===== src/rtl/mem_port_arbiter_if.sv =====
// rtl/mem_port_arbiter_if.sv - client, writeback and memory-port signals of the line arbiter
interface mem_port_arbiter_if #(
    parameter int ADDR_W     = 32,
    parameter int LINE_WORDS = 8
);
    localparam int BEAT_W = $clog2(LINE_WORDS);

    logic                     ic_req;
    logic [ADDR_W-1:0]        ic_addr;
    logic                     ic_beat_valid;
    logic [31:0]              ic_rdata;
    logic [BEAT_W-1:0]        ic_beat;
    logic                     ic_done;

    logic                     dc_req;
    logic [ADDR_W-1:0]        dc_addr;
    logic                     dc_beat_valid;
    logic [31:0]              dc_rdata;
    logic [BEAT_W-1:0]        dc_beat;
    logic                     dc_done;

    logic                     wb_valid;
    logic                     wb_ready;
    logic [ADDR_W-1:0]        wb_addr;
    logic [32*LINE_WORDS-1:0] wb_data;

    logic                     mem_req;
    logic                     mem_we;
    logic [ADDR_W-1:0]        mem_addr;
    logic [31:0]              mem_wdata;
    logic                     mem_ack;
    logic [31:0]              mem_rdata;

    logic                     busy;

    modport slave (
        input  ic_req, ic_addr, dc_req, dc_addr,
        input  wb_valid, wb_addr, wb_data, mem_ack, mem_rdata,
        output ic_beat_valid, ic_rdata, ic_beat, ic_done,
        output dc_beat_valid, dc_rdata, dc_beat, dc_done,
        output wb_ready, mem_req, mem_we, mem_addr, mem_wdata, busy
    );

    modport master (
        output ic_req, ic_addr, dc_req, dc_addr,
        output wb_valid, wb_addr, wb_data, mem_ack, mem_rdata,
        input  ic_beat_valid, ic_rdata, ic_beat, ic_done,
        input  dc_beat_valid, dc_rdata, dc_beat, dc_done,
        input  wb_ready, mem_req, mem_we, mem_addr, mem_wdata, busy
    );
endinterface


===== src/rtl/mem_port_arbiter.sv =====
// rtl/mem_port_arbiter.sv - IC/DC refill and writeback arbiter for one word-wide memory port
// Define ARB_RR_EN for round-robin DC/IC fill selection; default is fixed WB > DC > IC.
module mem_port_arbiter #(
    parameter int ADDR_W     = 32,
    parameter int LINE_WORDS = 8,
    parameter int OFST_W     = 5
) (
    input  logic                  clk,
    input  logic                  reset,
    mem_port_arbiter_if.slave     bus
);
    localparam int BEAT_W = $clog2(LINE_WORDS);
    localparam logic [ADDR_W-1:0] LINE_MASK = ~ADDR_W'((64'd1 << OFST_W) - 64'd1);
    localparam logic [BEAT_W-1:0] LAST_BEAT = BEAT_W'(LINE_WORDS - 1);

    typedef enum logic [1:0] {IDLE, WB, DC_FILL, IC_FILL} state_t;

    state_t                   state_q, state_d;
    logic [BEAT_W-1:0]        beat_q, beat_d;
    logic                     req_q, req_d;
    logic [ADDR_W-1:0]        line_q, line_d;
    logic                     buf_full_q;
    logic [ADDR_W-1:0]        buf_addr_q;
    logic [32*LINE_WORDS-1:0] buf_data_q;

    logic wb_accept, wb_pending, ack, last, grant_dc, ic_valid, dc_valid;

    assign wb_accept  = bus.wb_valid & ~buf_full_q;
    // A line accepted this cycle already outranks a refill, keeping a same-line DC refill behind it.
    assign wb_pending = buf_full_q | wb_accept;
    assign ack        = req_q & bus.mem_ack;
    assign last       = (beat_q == LAST_BEAT);

`ifdef ARB_RR_EN
    logic last_fill_q, last_fill_d;

    assign grant_dc = bus.dc_req & (~bus.ic_req | ~last_fill_q);

    always_comb begin
        last_fill_d = last_fill_q;
        if (state_q == IDLE && !wb_pending) begin
            if (grant_dc)
                last_fill_d = 1'b1;
            else if (bus.ic_req)
                last_fill_d = 1'b0;
        end
    end

    always_ff @(posedge clk or negedge reset) begin
        if (!reset) last_fill_q <= 1'b0;
        else        last_fill_q <= last_fill_d;
    end
`else
    assign grant_dc = bus.dc_req;
`endif

    always_comb begin
        state_d = state_q;
        beat_d  = beat_q;
        req_d   = req_q;
        line_d  = line_q;
        case (state_q)
            IDLE: begin
                if (wb_pending) begin
                    state_d = WB;
                    line_d  = buf_full_q ? buf_addr_q : (bus.wb_addr & LINE_MASK);
                end else if (grant_dc) begin
                    state_d = DC_FILL;
                    line_d  = bus.dc_addr & LINE_MASK;
                end else if (bus.ic_req) begin
                    state_d = IC_FILL;
                    line_d  = bus.ic_addr & LINE_MASK;
                end
                beat_d = '0;
                req_d  = wb_pending | bus.dc_req | bus.ic_req;
            end
            default: begin
                if (ack) begin
                    beat_d = beat_q + BEAT_W'(1);
                    req_d  = 1'b0;
                    if (last) state_d = IDLE;
                end else if (!req_q) begin
                    req_d = 1'b1;
                end
            end
        endcase
    end

    always_ff @(posedge clk or negedge reset) begin
        if (!reset) begin
            state_q <= IDLE;
            beat_q  <= '0;
            req_q   <= 1'b0;
            line_q  <= '0;
        end else begin
            state_q <= state_d;
            beat_q  <= beat_d;
            req_q   <= req_d;
            line_q  <= line_d;
        end
    end

    always_ff @(posedge clk or negedge reset) begin
        if (!reset) begin
            buf_full_q <= 1'b0;
            buf_addr_q <= '0;
            buf_data_q <= '0;
        end else if (wb_accept) begin
            buf_full_q <= 1'b1;
            buf_addr_q <= bus.wb_addr & LINE_MASK;
            buf_data_q <= bus.wb_data;
        end else if (state_q == WB && ack && last) begin
            buf_full_q <= 1'b0;
        end
    end

    assign ic_valid = ack & (state_q == IC_FILL);
    assign dc_valid = ack & (state_q == DC_FILL);

    assign bus.mem_req   = req_q;
    assign bus.mem_we    = (state_q == WB);
    assign bus.mem_addr  = line_q | (ADDR_W'(beat_q) << (OFST_W - BEAT_W));
    assign bus.mem_wdata = (state_q == WB) ? buf_data_q[beat_q*32 +: 32] : 32'd0;
    assign bus.wb_ready  = ~buf_full_q;
    assign bus.busy      = (state_q != IDLE) | buf_full_q;

    assign bus.ic_beat_valid = ic_valid;
    assign bus.ic_rdata      = ic_valid ? bus.mem_rdata : 32'd0;
    assign bus.ic_beat       = ic_valid ? beat_q : '0;
    assign bus.ic_done       = ic_valid & last;

    assign bus.dc_beat_valid = dc_valid;
    assign bus.dc_rdata      = dc_valid ? bus.mem_rdata : 32'd0;
    assign bus.dc_beat       = dc_valid ? beat_q : '0;
    assign bus.dc_done       = dc_valid & last;
endmodule


===== src/flat_wrapper.sv =====
// flat-port wrapper written by rule: the top's interface ports become plain ports
module mem_port_arbiter_flat 
#(
    parameter int ADDR_W     = 32,
    parameter int LINE_WORDS = 8,
    parameter int OFST_W     = 5
)
  (clk, reset, bus_ic_req, bus_ic_addr, bus_dc_req, bus_dc_addr, bus_wb_valid, bus_wb_addr, bus_wb_data, bus_mem_ack, bus_mem_rdata, bus_ic_beat_valid, bus_ic_rdata, bus_ic_beat, bus_ic_done, bus_dc_beat_valid, bus_dc_rdata, bus_dc_beat, bus_dc_done, bus_wb_ready, bus_mem_req, bus_mem_we, bus_mem_addr, bus_mem_wdata, bus_busy);
  mem_port_arbiter_if #(.ADDR_W(ADDR_W), .LINE_WORDS(LINE_WORDS)) bus_i ();
  input  logic clk;
  input  logic reset;
  input wire logic [$bits(bus_i.ic_req)-1:0] bus_ic_req;
  input wire logic [$bits(bus_i.ic_addr)-1:0] bus_ic_addr;
  input wire logic [$bits(bus_i.dc_req)-1:0] bus_dc_req;
  input wire logic [$bits(bus_i.dc_addr)-1:0] bus_dc_addr;
  input wire logic [$bits(bus_i.wb_valid)-1:0] bus_wb_valid;
  input wire logic [$bits(bus_i.wb_addr)-1:0] bus_wb_addr;
  input wire logic [$bits(bus_i.wb_data)-1:0] bus_wb_data;
  input wire logic [$bits(bus_i.mem_ack)-1:0] bus_mem_ack;
  input wire logic [$bits(bus_i.mem_rdata)-1:0] bus_mem_rdata;
  output wire logic [$bits(bus_i.ic_beat_valid)-1:0] bus_ic_beat_valid;
  output wire logic [$bits(bus_i.ic_rdata)-1:0] bus_ic_rdata;
  output wire logic [$bits(bus_i.ic_beat)-1:0] bus_ic_beat;
  output wire logic [$bits(bus_i.ic_done)-1:0] bus_ic_done;
  output wire logic [$bits(bus_i.dc_beat_valid)-1:0] bus_dc_beat_valid;
  output wire logic [$bits(bus_i.dc_rdata)-1:0] bus_dc_rdata;
  output wire logic [$bits(bus_i.dc_beat)-1:0] bus_dc_beat;
  output wire logic [$bits(bus_i.dc_done)-1:0] bus_dc_done;
  output wire logic [$bits(bus_i.wb_ready)-1:0] bus_wb_ready;
  output wire logic [$bits(bus_i.mem_req)-1:0] bus_mem_req;
  output wire logic [$bits(bus_i.mem_we)-1:0] bus_mem_we;
  output wire logic [$bits(bus_i.mem_addr)-1:0] bus_mem_addr;
  output wire logic [$bits(bus_i.mem_wdata)-1:0] bus_mem_wdata;
  output wire logic [$bits(bus_i.busy)-1:0] bus_busy;
  assign bus_i.ic_req = bus_ic_req;
  assign bus_i.ic_addr = bus_ic_addr;
  assign bus_i.dc_req = bus_dc_req;
  assign bus_i.dc_addr = bus_dc_addr;
  assign bus_i.wb_valid = bus_wb_valid;
  assign bus_i.wb_addr = bus_wb_addr;
  assign bus_i.wb_data = bus_wb_data;
  assign bus_i.mem_ack = bus_mem_ack;
  assign bus_i.mem_rdata = bus_mem_rdata;
  assign bus_ic_beat_valid = bus_i.ic_beat_valid;
  assign bus_ic_rdata = bus_i.ic_rdata;
  assign bus_ic_beat = bus_i.ic_beat;
  assign bus_ic_done = bus_i.ic_done;
  assign bus_dc_beat_valid = bus_i.dc_beat_valid;
  assign bus_dc_rdata = bus_i.dc_rdata;
  assign bus_dc_beat = bus_i.dc_beat;
  assign bus_dc_done = bus_i.dc_done;
  assign bus_wb_ready = bus_i.wb_ready;
  assign bus_mem_req = bus_i.mem_req;
  assign bus_mem_we = bus_i.mem_we;
  assign bus_mem_addr = bus_i.mem_addr;
  assign bus_mem_wdata = bus_i.mem_wdata;
  assign bus_busy = bus_i.busy;
  mem_port_arbiter #(.ADDR_W(ADDR_W), .LINE_WORDS(LINE_WORDS), .OFST_W(OFST_W)) u_core (.clk(clk), .reset(reset), .bus(bus_i));
endmodule

===== config.mk =====
export PLATFORM = sky130hd
export DESIGN_NAME = mem_port_arbiter_flat
export DESIGN_NICKNAME = d
export VERILOG_FILES = /design/src/rtl/mem_port_arbiter_if.sv /design/src/rtl/mem_port_arbiter.sv /design/src/flat_wrapper.sv
export SDC_FILE = /design/constraint.sdc
export NUM_CORES = 1
export LEC_CHECK = 0
export ABC_AREA = 1
export CAP_MARGIN = 20
export CORE_UTILIZATION = 35
export DETAILED_ROUTE_END_ITERATION = 7
export SKIP_CTS_REPAIR_TIMING = 1
export SLEW_MARGIN = 25
export SYNTH_ARGS = -nofsm -noshare
export SYNTH_HDL_FRONTEND = slang
export SYNTH_SLANG_ARGS = --single-unit

===== constraint.sdc =====
create_clock -name clk -period 1.8 [get_ports clk]
set_input_delay 0.27 -clock clk [delete_from_list [all_inputs] [get_ports clk]]
set_output_delay 0.27 -clock clk [all_outputs]
set_load 0.1 [all_outputs]

==> flow_summary.yaml, run 1 <==
outcome:
  outcome: "complete, but fails checks"
  violations: "setup timing"
worst_setup_path:
  critPathLaunch: "u_core.beat_q[0]$_DFFE_PN0P_"
  rrSetupSlack_ns: 0.07
  reg2reg_to: "u_core.state_q[0]$_DFFE_PN0P_"
  end_kind: "output port"
  r2r_cells: 9
  cp.arrival_ns: 2.19
  worstSetupPathType: "register to output port"
  crit_fanout: 6
  reg2reg_from: "u_core.beat_q[0]$_DFFE_PN0P_"
  cp-start-kind: "register"
  required_ns: 1.53
clock_tree:
  clkSinkCount: 317
  clk_path_buf_depth: 3
  cts_root_buf: "clkbuf_16"
  htreeDepth: 2
  clk_pin_slew_ns: 0.06
  cts_made_buffers: 38
  cts_tree: "built"
  clkLatencyLatePin_ns: 0.56
routing:
  antenna_left: 0
  viasPerCell: 4.82
  wl_per_cell_um: 18.5
  drc: 0
  vias: 16554
  first_pass_iters: 6
  routed_wl_mm: 63.7
  drt_iter0_drc: 1469
global_route:
  grt-ovfl-total: 0
  grt_max_degree: 51
  antenna_found_initial: 12
  grt_pass1_wl_mm: 93.4
  grtUsageTotal: 0.258
  grt_pass1_vias: 16281
logic_synthesis:
  ys_warn_count: 0
  syn-cell-area_mm2: 0.0160
  yosys_register_bits: 317
  syn_inst: 2243
  synth_area_per_cell_um2: 7.15
  yosysSeqAreaShare: 0.494
  synth.distinct_cells: 25
placement:
  placed_area_mm2: 0.0246
  pre_cts_ws_ns: -0.209
  gp_congestion: 0.882
  portBuffers: 514
  hpwlAfterDp_mm: 46.0
floorplan:
  core_area_mm2: 0.0453
  fp.dieW_um: 216
  dieArea_mm2: 0.0467
  rows: 78
  start_util: 0.354
  num_io_pins: 532
  fp.dieH_um: 216
power:
  power.share.switching: 0.463
  p_comb_frac: 0.579
  p_int_mw: 24.7
  clockPowerShare: 0.172
  power_mw: 46.0
  p_switching_mw: 21.3
  ir_worst_vdd_uv: 1560
  seqPwrFrac: 0.248
  p_leak_nw: 12.5
  powerDensity_mw_per_mm2: 1700
timing:
  fin_crit_sh: 1.36
  fin_crit_ns: 2.46
  layout_setup_ws_ns: -0.656
  maxSlewViolCount: 0
  rsz0062_at_grt: "true"
  fin_skew_ns: 0.0224
  finalSetupViolations: 110
  hold_viol_final: 0
  max_freq_ghz: 0.407
layout:
  layout-drive-gt1-share: 0.211
  fin_area_mm2: 0.0270
  area_growth_pct: 68.4
  most-common-layout-cells: "nand2_1, clkdlybuf4s50_1, dfrtp_1, inv_1, o21ai_0"
  final_common_cell: "nand2_1"
  num-fill-cells: 3944
  final_nets: 3196
min_path:
  min_path_type: "input pin to async pin"
job:
  cap_violations: 0
-- worst max-delay path: stages (launching register included) --
cell and delay (ns):
dfrtp_4 0.54, inv_8 0.07, buf_12 0.16, buf_12 0.13, buf_4 0.13, nand2_2 0.05, nand3_2 0.06, nand3_2 0.08
nand2_2 0.07, nor2_4 0.15, buf_12 0.19
-- cells by family (layout without fill, tap and decap cells) --
family,after synthesis,after routing,synth area share
and+or+nand+nor,1161,1161,0.286
buffers and inverters,446,1033,0.114
DFF,317,317,0.494
AOI/OAI and AO/OA,316,316,0.103
adders and majority gates,2,2,0.00156
other,1,7,0.000234
-- state kept, by name, summed over array words and instances, names as in the netlist --
name	cells
u_core.line_q	27
u_core.state_q	2
u_core.beat_q	3
u_core.buf_full_q	1
u_core.buf_addr_q	27
u_core.buf_data_q	256
u_core.bus.mem_req	1
-- synth_stat cells --
master	instances	area, um^2
o21ai_1	2	10.0
buf_2	72	360
nor2_1	186	698
a21oi_1	1	5.00
nor2_2	2	12.5
dfrtp_1	317	7930
ha_1	2	25.0
nor2_4	1	11.3
nand2_2	2	12.5
inv_1	299	1120
nand3_1	165	826
a31oi_1	1	6.26
o211ai_1	4	30.0
clkbuf_1	47	176
nor3_2	1	10.0
a21boi_1	14	105
buf_1	4	15.0
nor3_1	1	5.00
a21boi_0	13	97.6
conb_1	1	3.75
buf_4	14	105
buf_6	2	22.5
inv_2	8	30.0
nand2_1	803	3010
o21ai_0	281	1410
-- metrics by stage --
stage | util | instances | hold WS (ns) | TNS, ns
floorplan | - | 2244 | -0.0256 | -82.21
global placement | 0.544 | 3337 | 0.225 | -14.81
detailed placement | 0.544 | 3337 | 0.224 | -15.69
CTS | 0.572 | 3404 | -0.367 | -54.83
global route | 0.597 | 3435 | 0.244 | -56.31
finish | 0.597 | 3436 | 0.226 | -48.18
-- power groups by stage --
stage / registers [mW] / logic [mW] / clock network (mW)
floorplan: 13.1 / 13.9 / 0
global placement: 11.4 / 24.0 / 0
detailed placement: 11.5 / 24.3 / 0
CTS: 11.4 / 24.4 / 8.08
global route: 11.7 / 28.5 / 8.38
finish: 11.4 / 26.7 / 7.93
-- cell type report --
class,count,area (um^2),share of cell area
Inverter,307,1170,0.0434
Antenna cell,5,12.5,0.000463
Sequential cell,317,7950,0.294
Clock inverter,16,203,0.00750
Tap cell,600,751,0.0278
Timing Repair Buffer,659,8280,0.306
Multi-Input combinational cell,1481,7570,0.280
Clock buffer,51,1080,0.0400
-- metal layers --
metal	share of wire	global-route usage	vias up
met5	0.00075	0	-
met4	0.021	0.0690	8
met3	0.086	0.0681	87
met2	0.48	0.432	651
met1	0.41	0.329	7832
li1	-	-	7976
-- worst max path at each step --
| stage | end | cells past startpoint | slack [ns] |
|---|---|---|---|
| 2_1_floorplan | bus_ic_rdata[10] | 5 | -1.12 |
| 3_3_place_gp | bus_dc_rdata[21] | 7 | -0.18 |
| 3_5_place_dp | bus_ic_rdata[21] | 7 | -0.21 |
| 4_1_cts | bus_mem_wdata[8] | 9 | -0.78 |
| 5_1_grt | bus_mem_wdata[7] | 9 | -0.74 |
| 6_report | bus_mem_wdata[0] | 10 | -0.66 |
Note: power is estimated with default switching activity, not from simulation.
==> run 2: changes to the inputs <==
Settings changed: CELL_PAD_IN_SITES_DETAIL_PLACEMENT set to 0, CELL_PAD_IN_SITES_GLOBAL_PLACEMENT set to 1, CORE_UTILIZATION 35 to 32, PLACE_DENSITY_LB_ADDON set to 0.1.
Clock period 1.8 ns to 2.3 ns, I/O delays scaled along.
==> flow_summary.yaml, run 2 (synthesis results as in run 1) <==
placement:
  gp_congestion: 0.838
  portBuffers: 514
  dp.cells: 3332
  hpwlAfterDp_mm: 42.5
  pre_cts_ws_ns: 0.125
timing:
  worst_slew_pin_slew_ns: 0.644
  relSlewSlack: 0.566
  setup_tns_ns: -6.86
  layout_setup_ws_ns: -0.278
  fin_skew_ns: 0.0158
  finalSetupViolations: 34
  rsz0062_at_grt: "true"
  maxSlewViolCount: 0
  fin_crit_sh: 1.12
  max_freq_ghz: 0.388
  hold_viol_final: 0
  fin_crit_ns: 2.58
power:
  power_mw: 33.9
  ir_worst_vdd_uv: 706
  p_leak_nw: 11.8
  powerDensity_mw_per_mm2: 1320
clock_tree:
  clk_pin_slew_ns: 0.06
  htreeDepth: 2
  clk_path_buf_depth: 3
  clkSinkCount: 317
  cts_root_buf: "clkbuf_16"
  cts_tree: "built"
  clkLatencyLatePin_ns: 0.55
  cts_made_buffers: 39
routing:
  viasPerCell: 4.54
  routed_wl_mm: 59.6
  vias: 15553
  first_pass_iters: 6
  antenna_left: 0
  wl_per_cell_um: 17.4
  drt_iter0_drc: 1170
  drc: 0
worst_setup_path:
  cp-start-kind: "register"
  required_ns: 1.96
  worstSetupPathType: "register to output port"
  end_kind: "output port"
  reg2reg_to: "u_core.line_q[14]$_DFFE_PN0P_"
  crit_fanout: 18
  r2r_cells: 5
  reg2reg_from: "u_core.state_q[0]$_DFFE_PN0P_"
  cp.arrival_ns: 2.23
  rrSetupSlack_ns: 0.36
outcome:
  outcome: "complete, but fails checks"
  violations: "setup timing"
layout:
  most-common-layout-cells: "nand2_1, clkdlybuf4s50_1, dfrtp_1, inv_1, o21ai_0"
  finalNonFillerCells: 3424
  final_nets: 3115
  top_regs: "u_core.buf_data_q x256, u_core.buf_addr_q x27, u_core.line_q x27"
  area_growth_pct: 59.6
  regMostFlops: "u_core.buf_data_q"
  final_common_cell: "nand2_1"
  largest_register_ffs: 256
  layout-drive-gt1-share: 0.155
floorplan:
  start_util: 0.326
  rows: 81
  fp.dieW_um: 226
  fp.dieH_um: 226
  dieArea_mm2: 0.0510
  core_area_mm2: 0.0492
  num_io_pins: 532
global_route:
  grt_max_degree: 87
  antenna_found_initial: 10
  grt_pass1_wl_mm: 89.6
  grt-ovfl-total: 0
  grt_pass1_vias: 15130
  grtUsageTotal: 0.229
min_path:
  min_path_type: "input pin to async pin"
job:
  cap_violations: 0
==> run 2: worst max-delay path by stage <==
stage	start	endpoint	slack, ns
2_1_floorplan	u_core.bus.mem_req$_DFF_PN0_	bus_ic_rdata[10]	-0.69
3_3_place_gp	bus_mem_ack	bus_ic_rdata[10]	0.13
3_5_place_dp	bus_mem_ack	bus_ic_rdata[10]	0.13
4_1_cts	u_core.beat_q[0]$_DFFE_PN0P_	bus_mem_wdata[11]	-0.40
5_1_grt	u_core.beat_q[0]$_DFFE_PN0P_	bus_mem_wdata[6]	-0.34
6_report	u_core.beat_q[0]$_DFFE_PN0P_	bus_mem_wdata[3]	-0.28
==> run 2: worst max-delay path: stages (launching register included) <==
cell and delay [ns]:
dfrtp_4 0.52, clkinv_8 0.12, buf_16 0.17, buf_16 0.16, nand2_1 0.07, nand3_1 0.11
nand3_1 0.12, nand2_2 0.07, nor2_4 0.14, buf_12 0.18
==> run 2: area by class of cell <==
cell class              count  area, um^2
well taps                 664         831
flip-flops and latches    317        7950
fillers                  4703       23600
clock buffers              61        1220
inverters                 307        1170
clock inverters             8        83.8
multi-input cells        1481        7200
repair buffers            577        7130
diodes                      9        22.5
==> run 2: stage by stage <==
stage          hold slack (ns)  utilization  instance area, um^2
6_report                 0.301        0.521                25600
5_1_grt                  0.317        0.521                25600
4_1_cts                 -0.312        0.512                25200
3_5_place_dp             0.290        0.486                23900
3_3_place_gp             0.289        0.486                23900
2_1_floorplan           0.0494            -                16900
==> run 2: where the power goes <==
| group | switching (mW) | internal, mW |
|---|---|---|
| sequential | 0.805 | 8.05 |
| clock | 2.45 | 3.75 |
| combinational | 12.6 | 6.21 |
==> run 2: metal layers <==
layer / GRT usage / part of all wire
met1: 0.335 / 0.47
met3: 0.0323 / 0.054
met5: 0 / 0.00018
met4: 0.0781 / 0.023
met2: 0.345 / 0.45
==> run 3: changes to the inputs <==
Settings changed: ABC_CLOCK_PERIOD_IN_PS set to 2300.
==> results of run 3 <==
Final layout, timing and power as in run 2 (identical DEF).
